--- src/rtl/led_seq_pkg.sv ---
// led_seq_pkg: shared types and constants for the LED sequencer
package led_seq_pkg;
  typedef enum logic {LOCAL, PIO} owner_t;
  typedef enum logic [1:0] {RELEASED, PRESS_WAIT, HELD, RELEASE_WAIT} deb_state_t;
  localparam int LED_RESET_PATTERN = 1;
  localparam int STEP_W = 8;
endpackage

--- src/rtl/btn_debounce.sv ---
// btn_debounce: synchronise, debounce and auto-repeat an active-low button into step pulses
module btn_debounce
  import led_seq_pkg::*;
#(
  parameter int DEBOUNCE_CYCLES = 1000000,
  parameter int HOLD_CYCLES = 25000000,
  parameter int REPEAT_CYCLES = 10000000
) (
  input  logic clk,
  input  logic rst,
  input  logic btn_in,
  output logic step
);
  logic [1:0] sync_q;
  logic pressed;
  deb_state_t state, state_d;
  logic [31:0] cnt, cnt_d, hold, hold_d, lim;
  logic rep, rep_d, step_d;
  assign pressed = sync_q[1];
  always_ff @(posedge clk) begin
    if (rst) begin
      sync_q <= '0;
      state <= RELEASED;
      cnt <= '0;
      hold <= '0;
      rep <= 1'b0;
      step <= 1'b0;
    end else begin
      sync_q <= {sync_q[0], ~btn_in};
      state <= state_d;
      cnt <= cnt_d;
      hold <= hold_d;
      rep <= rep_d;
      step <= step_d;
    end
  end
  // The hold timer survives short release glitches so bounces cannot restart the repeat delay
  always_comb begin
    state_d = state;
    cnt_d = cnt;
    hold_d = hold;
    rep_d = rep;
    step_d = 1'b0;
    lim = rep ? 32'(REPEAT_CYCLES - 1) : 32'(HOLD_CYCLES - 1);
    case (state)
      RELEASED: if (pressed) begin
        state_d = PRESS_WAIT;
        cnt_d = '0;
      end
      PRESS_WAIT: if (!pressed) state_d = RELEASED;
        else if (cnt == 32'(DEBOUNCE_CYCLES - 1)) begin
          state_d = HELD;
          step_d = 1'b1;
          hold_d = '0;
          rep_d = 1'b0;
        end else cnt_d = cnt + 32'd1;
      HELD: if (!pressed) begin
        state_d = RELEASE_WAIT;
        cnt_d = '0;
      end else if (hold == lim) begin
        step_d = 1'b1;
        hold_d = '0;
        rep_d = 1'b1;
      end else hold_d = hold + 32'd1;
      RELEASE_WAIT: if (pressed) state_d = HELD;
        else if (cnt == 32'(DEBOUNCE_CYCLES - 1)) state_d = RELEASED;
        else cnt_d = cnt + 32'd1;
      default: state_d = RELEASED;
    endcase
  end
endmodule

--- src/rtl/led_seq_ctrl.sv ---
// led_seq_ctrl: button-stepped one-hot LED sequencer with Nios PIO ownership handshake
module led_seq_ctrl
  import led_seq_pkg::*;
#(
  parameter int LED_W = 4,
  parameter int DEBOUNCE_CYCLES = 1000000,
  parameter int HOLD_CYCLES = 25000000,
  parameter int REPEAT_CYCLES = 10000000
) (
  input  logic clk_clk,
  input  logic reset_reset,
  input  logic btn_in,
  input  logic pio_req,
  input  logic [LED_W-1:0] pio_leds,
  output logic pio_grant,
  output logic [LED_W-1:0] leds_out,
  output logic btn_event,
  output logic [STEP_W-1:0] step_count
);
  owner_t owner, owner_d;
  logic [LED_W-1:0] pattern, pattern_d, leds_d;
  logic step_local;
  btn_debounce #(
    .DEBOUNCE_CYCLES(DEBOUNCE_CYCLES),
    .HOLD_CYCLES(HOLD_CYCLES),
    .REPEAT_CYCLES(REPEAT_CYCLES)
  ) u_deb (
    .clk(clk_clk),
    .rst(reset_reset),
    .btn_in(btn_in),
    .step(btn_event)
  );
  // Steps follow the owner before the edge; the LED mux follows the owner after it
  always_comb begin
    owner_d = pio_req ? PIO : LOCAL;
    step_local = btn_event && owner == LOCAL;
    pattern_d = step_local ? {pattern[LED_W-2:0], pattern[LED_W-1]} : pattern;
    leds_d = owner_d == PIO ? pio_leds : pattern_d;
  end
  always_ff @(posedge clk_clk) begin
    if (reset_reset) begin
      owner <= LOCAL;
      pattern <= LED_W'(LED_RESET_PATTERN);
      leds_out <= LED_W'(LED_RESET_PATTERN);
      step_count <= '0;
    end else begin
      owner <= owner_d;
      pattern <= pattern_d;
      leds_out <= leds_d;
      step_count <= step_count + STEP_W'(step_local);
    end
  end
  assign pio_grant = owner == PIO;
endmodule
--- config.mk ---
export PLATFORM = sky130hd
export DESIGN_NAME = led_seq_ctrl
export DESIGN_NICKNAME = d
export VERILOG_FILES = /design/src/rtl/led_seq_pkg.sv /design/src/rtl/btn_debounce.sv /design/src/rtl/led_seq_ctrl.sv
export SDC_FILE = /design/constraint.sdc
export NUM_CORES = 1
export LEC_CHECK = 0
export CORE_UTILIZATION = 60
export CTS_BUF_LIST = sky130_fd_sc_hd__clkbuf_4 sky130_fd_sc_hd__clkbuf_8 sky130_fd_sc_hd__clkbuf_16
export CTS_CLUSTER_SIZE = 25
export DETAILED_ROUTE_END_ITERATION = 12
export PLACE_DENSITY = 0.8
export SETUP_SLACK_MARGIN = 0.05
export SLEW_MARGIN = 20
export SYNTH_ARGS = -nofsm -noshare
export SYNTH_HDL_FRONTEND = slang
export SYNTH_HIERARCHICAL = 1
export SYNTH_SLANG_ARGS = --single-unit
--- constraint.sdc ---
create_clock -name clk_clk -period 6.7 [get_ports clk_clk]
set_input_delay 2.01 -clock clk_clk [delete_from_list [all_inputs] [get_ports clk_clk]]
set_output_delay 2.01 -clock clk_clk [all_outputs]
set_load 0.1 [all_outputs]
==> results of run 1 <==
==> worst register-to-register path, delay by kind of cell, from the launching register on <==
kind	cells	cell delay [ns]
and+or+nand+nor	3	1.57
DFF	1	0.39
AOI/OAI and AO/OA	2	0.35
adders and majority gates	1	0.29
buffers and inverters	1	0.10
==> layer usage <==
metal  GRT usage  vias to the layer above  share of wire
met5           0                        -              0
met4      0.0997                        0          0.015
met3      0.0526                       23          0.062
met2       0.424                      135           0.47
met1       0.344                     1910           0.45
li1            -                     1958              -
==> per-stage QoR <==
stage | cell area [sq um] | worst slack, ns
after floorplan | 4530 | 3.70
after global placement | 4750 | 2.86
after detailed placement | 4750 | 2.85
after CTS | 5000 | 2.75
after global routing | 5000 | 2.70
final | 5000 | 2.76
==> kinds of logic (layout without fill, tap and decap cells) <==
family / after synthesis / in the layout / share of synthesized area
xor gates and xnor gates: 30 / 30 / 0.0580
adders and majority gates: 8 / 8 / 0.0221
DFF: 87 / 87 / 0.384
muxes: 3 / 3 / 0.00663
AOI/OAI and AO/OA: 103 / 103 / 0.158
and+or+nand+nor: 254 / 254 / 0.329
buffers and inverters: 38 / 54 / 0.0411
==> cell usage after synthesis, types with 2 or more instances <==
master    instances  share of area
o41ai_1           2         0.0039
a211o_1           2         0.0039
dfxtp_1          87           0.38
buf_2             5         0.0055
o31ai_1          10          0.017
nor4_2            7          0.019
nand2b_1          4         0.0055
and3_1            7         0.0097
nor4_1            9          0.012
o21ai_0          22          0.024
or4bb_1           2         0.0050
nand4_1          19          0.026
nand4b_1          3         0.0058
nor3_1           10          0.011
a31oi_1           4         0.0055
nor2_1           57          0.047
or4_4             2         0.0050
nand3_1          30          0.033
or4_1            13          0.022
nor3b_1           2         0.0033
or2_2             2         0.0028
and2_1            2         0.0028
xnor2_1          19          0.037
a211oi_1          5         0.0083
nor2b_1           4         0.0055
ha_1              8          0.022
xor2_1           11          0.021
a311oi_1          2         0.0039
nand3b_1          3         0.0050
a21oi_2           2         0.0039
buf_6             5          0.012
and4_1            4         0.0077
mux2i_1           3         0.0066
a21oi_1          31          0.034
or3_1            16          0.022
o211ai_1          3         0.0050
clkbuf_1         12         0.0099
and3_2            3         0.0050
nand2_1          39          0.032
inv_1            16          0.013
==> state kept, by name (all words and copies together), names as in the netlist, named ones only <==
signal and cells:
step_count 8, leds_out 4, u_deb/sync_q 2, u_deb/state 1
pio_grant 1, u_deb/rep 1, u_deb/step 1, u_deb/hold 32
u_deb/cnt 32, pattern 4
==> path summary, 6_finish.rpt <==
kind,slack [ns],cells after the start,startpoint,end
hold / removal,0.45,1,u_deb/sync_q[0]$_SDFF_PP0_,u_deb/sync_q[1]$_SDFF_PP0_
hold reg to reg,0.45,1,u_deb/sync_q[0]$_SDFF_PP0_,u_deb/sync_q[1]$_SDFF_PP0_
setup reg to reg,3.95,7,flip-flop,u_deb/cnt[13]$_SDFFE_PP0P_
setup / recovery,2.76,1,step_count[2]$_SDFF_PP0_,step_count[2]
==> final cells by class <==
| type | count | area [sq um] | area share |
|---|---|---|---|
| inverters | 16 | 60.1 | 0.0120 |
| multi-input cells | 398 | 2600 | 0.521 |
| flip-flops and latches | 87 | 1740 | 0.349 |
| clock buffers | 11 | 145 | 0.0290 |
| well taps | 99 | 124 | 0.0248 |
| repair buffers | 22 | 218 | 0.0436 |
| clock inverters | 5 | 105 | 0.0210 |
==> power groups by stage <==
stage / logic (mW) / clock network (mW) / registers, mW
3_5_place_dp: 0.188 / 0 / 0.551
3_3_place_gp: 0.184 / 0 / 0.550
4_1_cts: 0.190 / 0.454 / 0.539
6_report: 0.193 / 0.445 / 0.539
5_1_grt: 0.211 / 0.473 / 0.541
2_1_floorplan: 0.139 / 0 / 0.561
==> metrics.md, run 1 <==
| Metric | Value |
|---|---|
| Outcome | `completed` |
| Slew @ Worst Pin | `0.984 ns` |
| Share of the yosys chip area belonging to registers | `0.384` |
| Peak per-stage delay on the critical path | `1.17 ns` |
| Comb pwr share | `0.164` |
| Crit-path max FO | `5` |
| Die Footprint | `0.00790 sq mm` |
| CP Buf/Inv Count | `1` |
| Post-Route Skew | `0.0131 ns` |
| Hpwl dp | `6830 um` |
| Clk_lat worst skew | `0.35 ns` |
| Remaining antenna violation count | `0` |
| Lkg Pwr | `roughly 1.5 nW` |
| Async SR Flop Fraction | `0` |
| N_diodes | `0` |
| Die span in y | `88.9 um` |
| H-Tree Depth | `3` |
| Grt ovf | `0` |
| Setup CP Type | `reg2out` |
| Synthesized flop and latch total | `87` |
| Drt via density | `6.31` |
| Post-synth EDFFs | `0` |
| Cts repair resizes | `0` |
| Fmax | `between 200 and 300 MHz` |
| Crit-path cells | `clkdlybuf4s50_1` |
| Antenna violations before repair | `0` |
| Initial DRC Count | `around 220` |
| Postcts setup bufs | `0` |
| Vias in the first global route | `~3,600` |
| First-pass GRT wire length | `about 16,000 um` |
| Final setup viols | `0` |
| Num rows | `31` |
| Unrepaired setup endpoints after global routing | `false` |
| Clock transition at the registers of the reported paths | `around 0.08 ns` |
| Seq pwr share | `0.458` |
| Via Count | `~4,000` |
| IO Pins | `22` |
| Max_slew headroom | `0.342` |
| Minimum clock period | `just under 4 ns` |
| IO buf count | `21` |
| Clock Path Buffers | `2` |
| Global Route Usage Sum | `0.261` |
| Setup tns final | `0 ns` |
| Final std cells w/o fill | `638` |
| Synth Flop Type | `dfxtp_1` |
| Final Max Slew Viols | `0` |
| Post-Synthesis Cells | `~520` |
| Pint | `0.840 mW` |
| Cell count after placement | `622` |
| Syn_nets | `539` |
| Kind of cell adding the most delay to the critical path | `buffers and inverters` |
| Starting density of the core | `0.621` |
| Fill cells | `601` |
| CTS Hold Buffers Added | `0` |
| Post-Route WL | `between 9000 and 10,000 um` |
| Final Util | `0.685` |
| Synth-to-Final Area Change | `10.3%` |
| Largest net degree at the start of global routing | `37` |
| Net switching share of the total power | `0.287` |
| Clk pwr share | `0.378` |
| Switching power | `~0.34 mW` |
| CTS tree | `built` |
| DR DRC count | `0` |
| Hold Slack | `about 0.45 ns` |
| Pwr Density | `236 mW/mm^2` |
| Distinct cells, synth | `between 70 and 80` |
| Final Cycle Share | `0.588` |
| Clock Root Buffer | `clkbuf_8` |
| Die X | `a little under 90 um` |
| Gpl congestion | `0.863` |
| Pre-Repair DR Iteration Count | `5` |
| Data required, critical path | `4.69 ns` |
| CTS Sinks | `just under 90` |
| Area of the mapped netlist | `between 0.004 and 0.005 sq mm` |
| CTS Buf Count | `9` |
| Most common cell after layout, fill and taps aside | `dfxtp_1` |
| Crit path capture type | `primary output` |
| VDD IR max | `0.143 mV` |
| Core box area | `0.00729 sq mm` |
| DR WL/cell | `roughly 16 um` |
| Power consumption | `~1.2 mW` |
| Final Hold Fails | `0` |
| Commonest cells after routing, fill and taps aside | `dfxtp_1 (87), nor2_1 (57), nand2_1 (39)` |
| Max Cap Viol | `0` |
| Yosys warns | `6` |
| Layout cells sized above 1 | `0.0983` |
| Layout net count | `between 500 and 600` |
| Crit path launch type | `flip-flop` |
| Hold Path Class | `reg2reg` |
| Worst path arrival time | `1.93 ns` |
| Syn Area/Cell | `8.67 sq um` |
| Slowest stage cell, crit path | `clkdlybuf4s50_1` |
Power figures use the tool's default switching activity.
==> inputs of run 2 (changes only) <==
Clock period 6.7 ns to 3.9 ns, I/O delays scaled along.
==> run 2 against run 1 <==
Against the previous run:
- power rose by 61%
- die area did not move
- clock-buffer cell count rose by 1
- routed wire length rose by 0.40%
- sequential share of layout area rose by 0.41 points
==> metrics.md, run 2 (synthesized netlist as in run 1, its figures left out) <==
| Metric | Value |
|---|---|
| Outcome | `completed` |
| Clock Root Buffer | `clkbuf_8` |
| Met1 Use GR | `0.364` |
| CTS Sinks | `87` |
| Met2 Track Usage GR | `0.384` |
| Lkg Pwr | `1.53 nW` |
| Setup CP Type | `reg2out` |
| Fill cells | `623` |
| Largest net degree at the start of global routing | `37` |
| Switching power | `0.569 mW` |
| Final Hold Fails | `0` |
| Flip-flop and latch area | `0.00174 sq mm` |
| Minimum clock period | `3.06 ns` |
| Vias in the first global route | `3,430` |
| Hpwl dp | `6920 um` |
| IO buf count | `21` |
| Max Cap Viol | `0` |
| Hold Path Class | `reg2reg` |
| Most common cell after layout, fill and taps aside | `dfxtp_1` |
| Synth-to-Final Area Change | `8.97%` |
| Seq pwr share | `0.488` |
| Regs by FF count | `u_deb/cnt (32), u_deb/hold (32), step_count (8)` |
| Global Route Usage Sum | `0.258` |
| Max_slew headroom | `0.348` |
| Cell count after placement | `622` |
| Clock Path Buffers | `2` |
| Initial DRC Count | `between 200 and 300` |
| Final Cycle Share | `0.785` |
| Crit-path max FO | `5` |
| Kind of cell adding the most delay to the critical path | `buffers and inverters` |
| Drt via density | `6.31` |
| Post-Route Skew | `0.00889 ns` |
| Unrepaired setup endpoints after global routing | `false` |
| Gpl congestion | `0.884` |
| CTS Hold Buffers Added | `0` |
| DR WL/cell | `15.7 um` |
| N_diodes | `0` |
| Crit path launch type | `flip-flop` |
| Setup tns final | `0 ns` |
| Die span in y | `88.9 um` |
| Cts repair resizes | `0` |
| Die Footprint | `0.00790 sq mm` |
| CP Buf/Inv Count | `1` |
| Final Max Slew Viols | `0` |
| Post-Route WL | `9970 um` |
| Layout net count | `550` |
| IO Pins | `22` |
| Multi-input gate area | `~0.0026 sq mm` |
| Postcts setup bufs | `0` |
| Final std cells w/o fill | `approximately 640` |
| Pint | `roughly 1.3 mW` |
| First-pass GRT wire length | `~16,000 um` |
| H-Tree Depth | `3` |
| DR DRC count | `0` |
| Core box area | `0.00729 sq mm` |
| Commonest cells after routing, fill and taps aside | `dfxtp_1 (87), nor2_1 (57), nand2_1 (39)` |
| Clock transition at the registers of the reported paths | `approximately 0.080 ns` |
| Num rows | `31` |
| Crit-path cells | `clkdlybuf4s50_1` |
| Final setup viols | `0` |
| Pwr Density | `roughly 380 mW/mm^2` |
| Starting density of the core | `0.621` |
| Net switching share of the total power | `0.300` |
| Remaining antenna violation count | `0` |
| Worst path arrival time | `between 1.5 and 2 ns` |
| GR Util met3 | `0.0489` |
| Slew @ Worst Pin | `0.975 ns` |
| CTS Buf Count | `9` |
| Fmax | `327 MHz` |
| Layout cells sized above 1 | `0.104` |
| GRT busiest layer | `met2` |
| Via Count | `~4,000` |
| Grt ovf | `0` |
| Pre-Repair DR Iteration Count | `4` |
| Clk_lat worst skew | `0.36 ns` |
| Data required, critical path | `2.73 ns` |
| Slowest stage cell, crit path | `clkdlybuf4s50_1` |
| Crit path capture type | `primary output` |
| Clk pwr share | `0.340` |
| Peak per-stage delay on the critical path | `1.15 ns` |
| Comb pwr share | `0.172` |
| Die X | `~90 um` |
| VDD IR max | `0.243 mV` |
| Antenna violations before repair | `0` |
| CTS tree | `built` |
[run 2: worst paths after layout]
check / slack, ns / depth (start not counted) / end / from
max reg2reg: 1.20 / 7 / u_deb/cnt[17]$_SDFFE_PP0P_ / flip-flop
min: 0.44 / 1 / u_deb/sync_q[1]$_SDFF_PP0_ / u_deb/sync_q[0]$_SDFF_PP0_
max: 0.84 / 1 / step_count[5] / step_count[5]$_SDFF_PP0_
min reg2reg: 0.44 / 1 / u_deb/sync_q[1]$_SDFF_PP0_ / u_deb/sync_q[0]$_SDFF_PP0_
[run 2: cell type report]
type | count | share of cell area
Sequential cell | 87 | 0.353
Inverter | 16 | 0.0122
Clock buffer | 12 | 0.0322
Tap cell | 99 | 0.0251
Clock inverter | 3 | 0.00861
Multi-Input combinational cell | 398 | 0.527
Timing Repair Buffer | 22 | 0.0421
[run 2: power by group through the flow]
stage               Clock (mW)  Sequential (mW)  Combinational [mW]
finish                   0.644            0.926               0.326
global route             0.696            0.930               0.357
CTS                      0.656            0.925               0.323
detailed placement           0            0.947               0.320
global placement             0            0.945               0.313
floorplan                    0            0.963               0.239
[run 2: stage by stage]
stage / hold slack (ns) / utilization / area [sq um] / total power, mW / worst slack [ns]
after floorplan: 0.414 / - / 4530 / 1.20 / 1.60
after global placement: 0.418 / 0.650 / 4740 / 1.26 / 1.08
after detailed placement: 0.427 / 0.650 / 4740 / 1.27 / 1.07
after CTS: 0.449 / 0.677 / 4940 / 1.90 / 0.830
after global routing: 0.471 / 0.677 / 4940 / 1.98 / 0.760
final: 0.442 / 0.677 / 4940 / 1.90 / 0.838
[run 2: per-layer routing]
layer  share of wire  vias to the layer above
met5               0                        -
met4           0.023                        0
met3           0.045                       22
met2            0.45                      102
met1            0.49                     1942
li1                -                     1953
==> inputs of run 3 (changes only) <==
Clock period 3.9 ns to 3.1 ns, I/O delays scaled along.
==> run 3 against run 2 <==
Against the previous run:
- register-to-register slack worse by 0.68 ns
- sequential cell count is the same
- hold slack got worse by 0.00091 ns
- sequential share of layout area shrank 0.20 points
- core utilization up 0.39 points
- combinational power increased by 35%
- worst setup slack got worse by 0.32 ns
- clock skew increased by 0.0036 ns
- largest power group unchanged
- highest routed layer unchanged
==> metrics.md, run 3 (synthesized netlist as in run 1, its figures left out) <==
| Metric | Value |
|---|---|
| Layout cells sized above 1 | `0.132` |
| Crit path capture type | `flip-flop` |
| Crit-path max FO | `36` |
| Unrepaired setup endpoints after global routing | `false` |
| Met1 Routed Length | `4890 um` |
| CTS tree | `built` |
| Slowest stage cell, crit path | `o32ai_2` |
| WL met3 | `roughly 440 um` |
| Pwr Density | `495 mW/mm^2` |
| Lkg Pwr | `roughly 1.6 nW` |
| Synth-to-Final Area Change | `9.61%` |
| Global Route Usage Sum | `0.269` |
| Flip-flop and latch area | `0.00174 sq mm` |
| Crit path launch type | `flip-flop` |
| Clock Root Buffer | `clkbuf_8` |
| Clock transition at the registers of the reported paths | `0.09 ns` |
| DR WL/cell | `around 16 um` |
| Antenna violations before repair | `0` |
| Slew @ Worst Pin | `between 0.8 and 0.9 ns` |
| Largest net degree at the start of global routing | `37` |
| Post-Route WL | `10,100 um` |
| Final Max Slew Viols | `0` |
| CTS Buf Count | `9` |
| N_diodes | `0` |
| Clk_lat worst skew | `around 0.35 ns` |
| Grt ovf | `0` |
| Multi-input gate area | `0.00260 sq mm` |
| Max Cap Viol | `0` |
| Num rows | `31` |
| Gpl congestion | `slightly below 0.9` |
| Initial DRC Count | `276` |
| Die span in y | `between 80 and 90 um` |
| First-pass GRT wire length | `16,500 um` |
| IO Pins | `22` |
| Crit-path cells | `inv_1 -> ha_1 -> o32ai_2 -> a21oi_4 -> or4_1 -> a21oi_1` |
| IO buf count | `21` |
| Most common cell after layout, fill and taps aside | `dfxtp_1` |
| Power consumption | `2.46 mW` |
| DR DRC count | `0` |
| Die Footprint | `0.00790 sq mm` |
| Via Count | `between 3,000 and 4,000` |
| Final setup viols | `0` |
| Data required, critical path | `3.38 ns` |
| Setup Slack @ Placement | `approximately 0.57 ns` |
| Remaining antenna violation count | `0` |
| Final Cycle Share | `0.832` |
| Hpwl dp | `about 7100 um` |
| Minimum clock period | `2.58 ns` |
| Hold Path Class | `reg2reg` |
| Setup CP Type | `reg2reg` |
| DR WL met2 | `4720 um` |
| Starting density of the core | `0.621` |
| VDD IR max | `approximately 0.28 mV` |
| H-Tree Depth | `3` |
| Core box area | `~0.0073 sq mm` |
| Max Used Layer | `met4` |
| Postcts setup bufs | `0` |
| CTS Hold Buffers Added | `0` |
| Layout net count | `556` |
| Kind of cell adding the most delay to the critical path | `compound AO/OA/AOI/OAI gates` |
| CTS Sinks | `87` |
| Drt via density | `6.17` |
| Cts repair resizes | `0` |
| Commonest cells after routing, fill and taps aside | `dfxtp_1 (87), nor2_1 (57), nand2_1 (39)` |
| Vias in the first global route | `around 3,400` |
| Worst setup margin | `0.522 ns` |
| Regs by FF count | `u_deb/cnt (32), u_deb/hold (32), step_count (8)` |
| Worst path arrival time | `2.86 ns` |
| Peak per-stage delay on the critical path | `0.62 ns` |
| Post-Route Skew | `0.0125 ns` |
| Outcome | `completed` |
| Die X | `88.9 um` |
| Clock Path Buffers | `2` |
| Fmax | `roughly 390 MHz` |
| Pre-Repair DR Iteration Count | `4` |
| CP Buf/Inv Count | `1` |
| Setup tns final | `0 ns` |
| Max_slew headroom | `0.430` |
| Final Util | `0.681` |
| Final Hold Fails | `0` |
| Fill cells | `609` |
[run 3: changes by cell type in the layout (fill, tap and decap cells not counted), sizes merged]
cell / previous run / this run
buf: 5 / 21
bufinv: 1 / 2
clkbuf: 12 / 9
clkdlybuf4s50: 17 / 7
clkinv: 1 / 3
[run 3: final timing paths]
check / start / to / slack [ns] / cells after the start
max: flip-flop / u_deb/cnt[13]$_SDFFE_PP0P_ / 0.52 / 6
min: u_deb/sync_q[0]$_SDFF_PP0_ / u_deb/sync_q[1]$_SDFF_PP0_ / 0.44 / 1
max reg2reg: flip-flop / u_deb/cnt[13]$_SDFFE_PP0P_ / 0.52 / 6
min reg2reg: u_deb/sync_q[0]$_SDFF_PP0_ / u_deb/sync_q[1]$_SDFF_PP0_ / 0.44 / 1
[run 3: stage by stage]
stage          cell area, sq um  hold WS (ns)  std cells
3_3_place_gp               4760         0.420        628
4_1_cts                    4970         0.444        643
5_1_grt                    4970         0.443        643
3_5_place_dp               4760         0.436        628
2_1_floorplan              4530         0.414        523
6_report                   4970         0.441        643
[run 3: power by group]
part | total, mW | internal, mW | switching, mW | leakage (nW)
Combinational | 0.441 | 0.125 | 0.316 | 0.769
Clock | 0.852 | 0.448 | 0.404 | 0.105
Sequential | 1.17 | 1.14 | 0.0262 | 0.703
Total | 2.46 | 1.71 | 0.746 | 1.58
[run 3: routing by layer]
metal | GRT usage | vias up
li1 | - | 1959
met1 | 0.377 | 1902
met2 | 0.424 | 99
met3 | 0.0646 | 7
met4 | 0.0572 | 0
met5 | 0 | -
[run 3: area by class of cell]
class,count,share of cell area
Multi-Input combinational cell,398,0.524
Sequential cell,87,0.351
Timing Repair Buffer,28,0.0458
Clock buffer,9,0.0249
Tap cell,99,0.0249
Clock inverter,6,0.0174
Inverter,16,0.0121
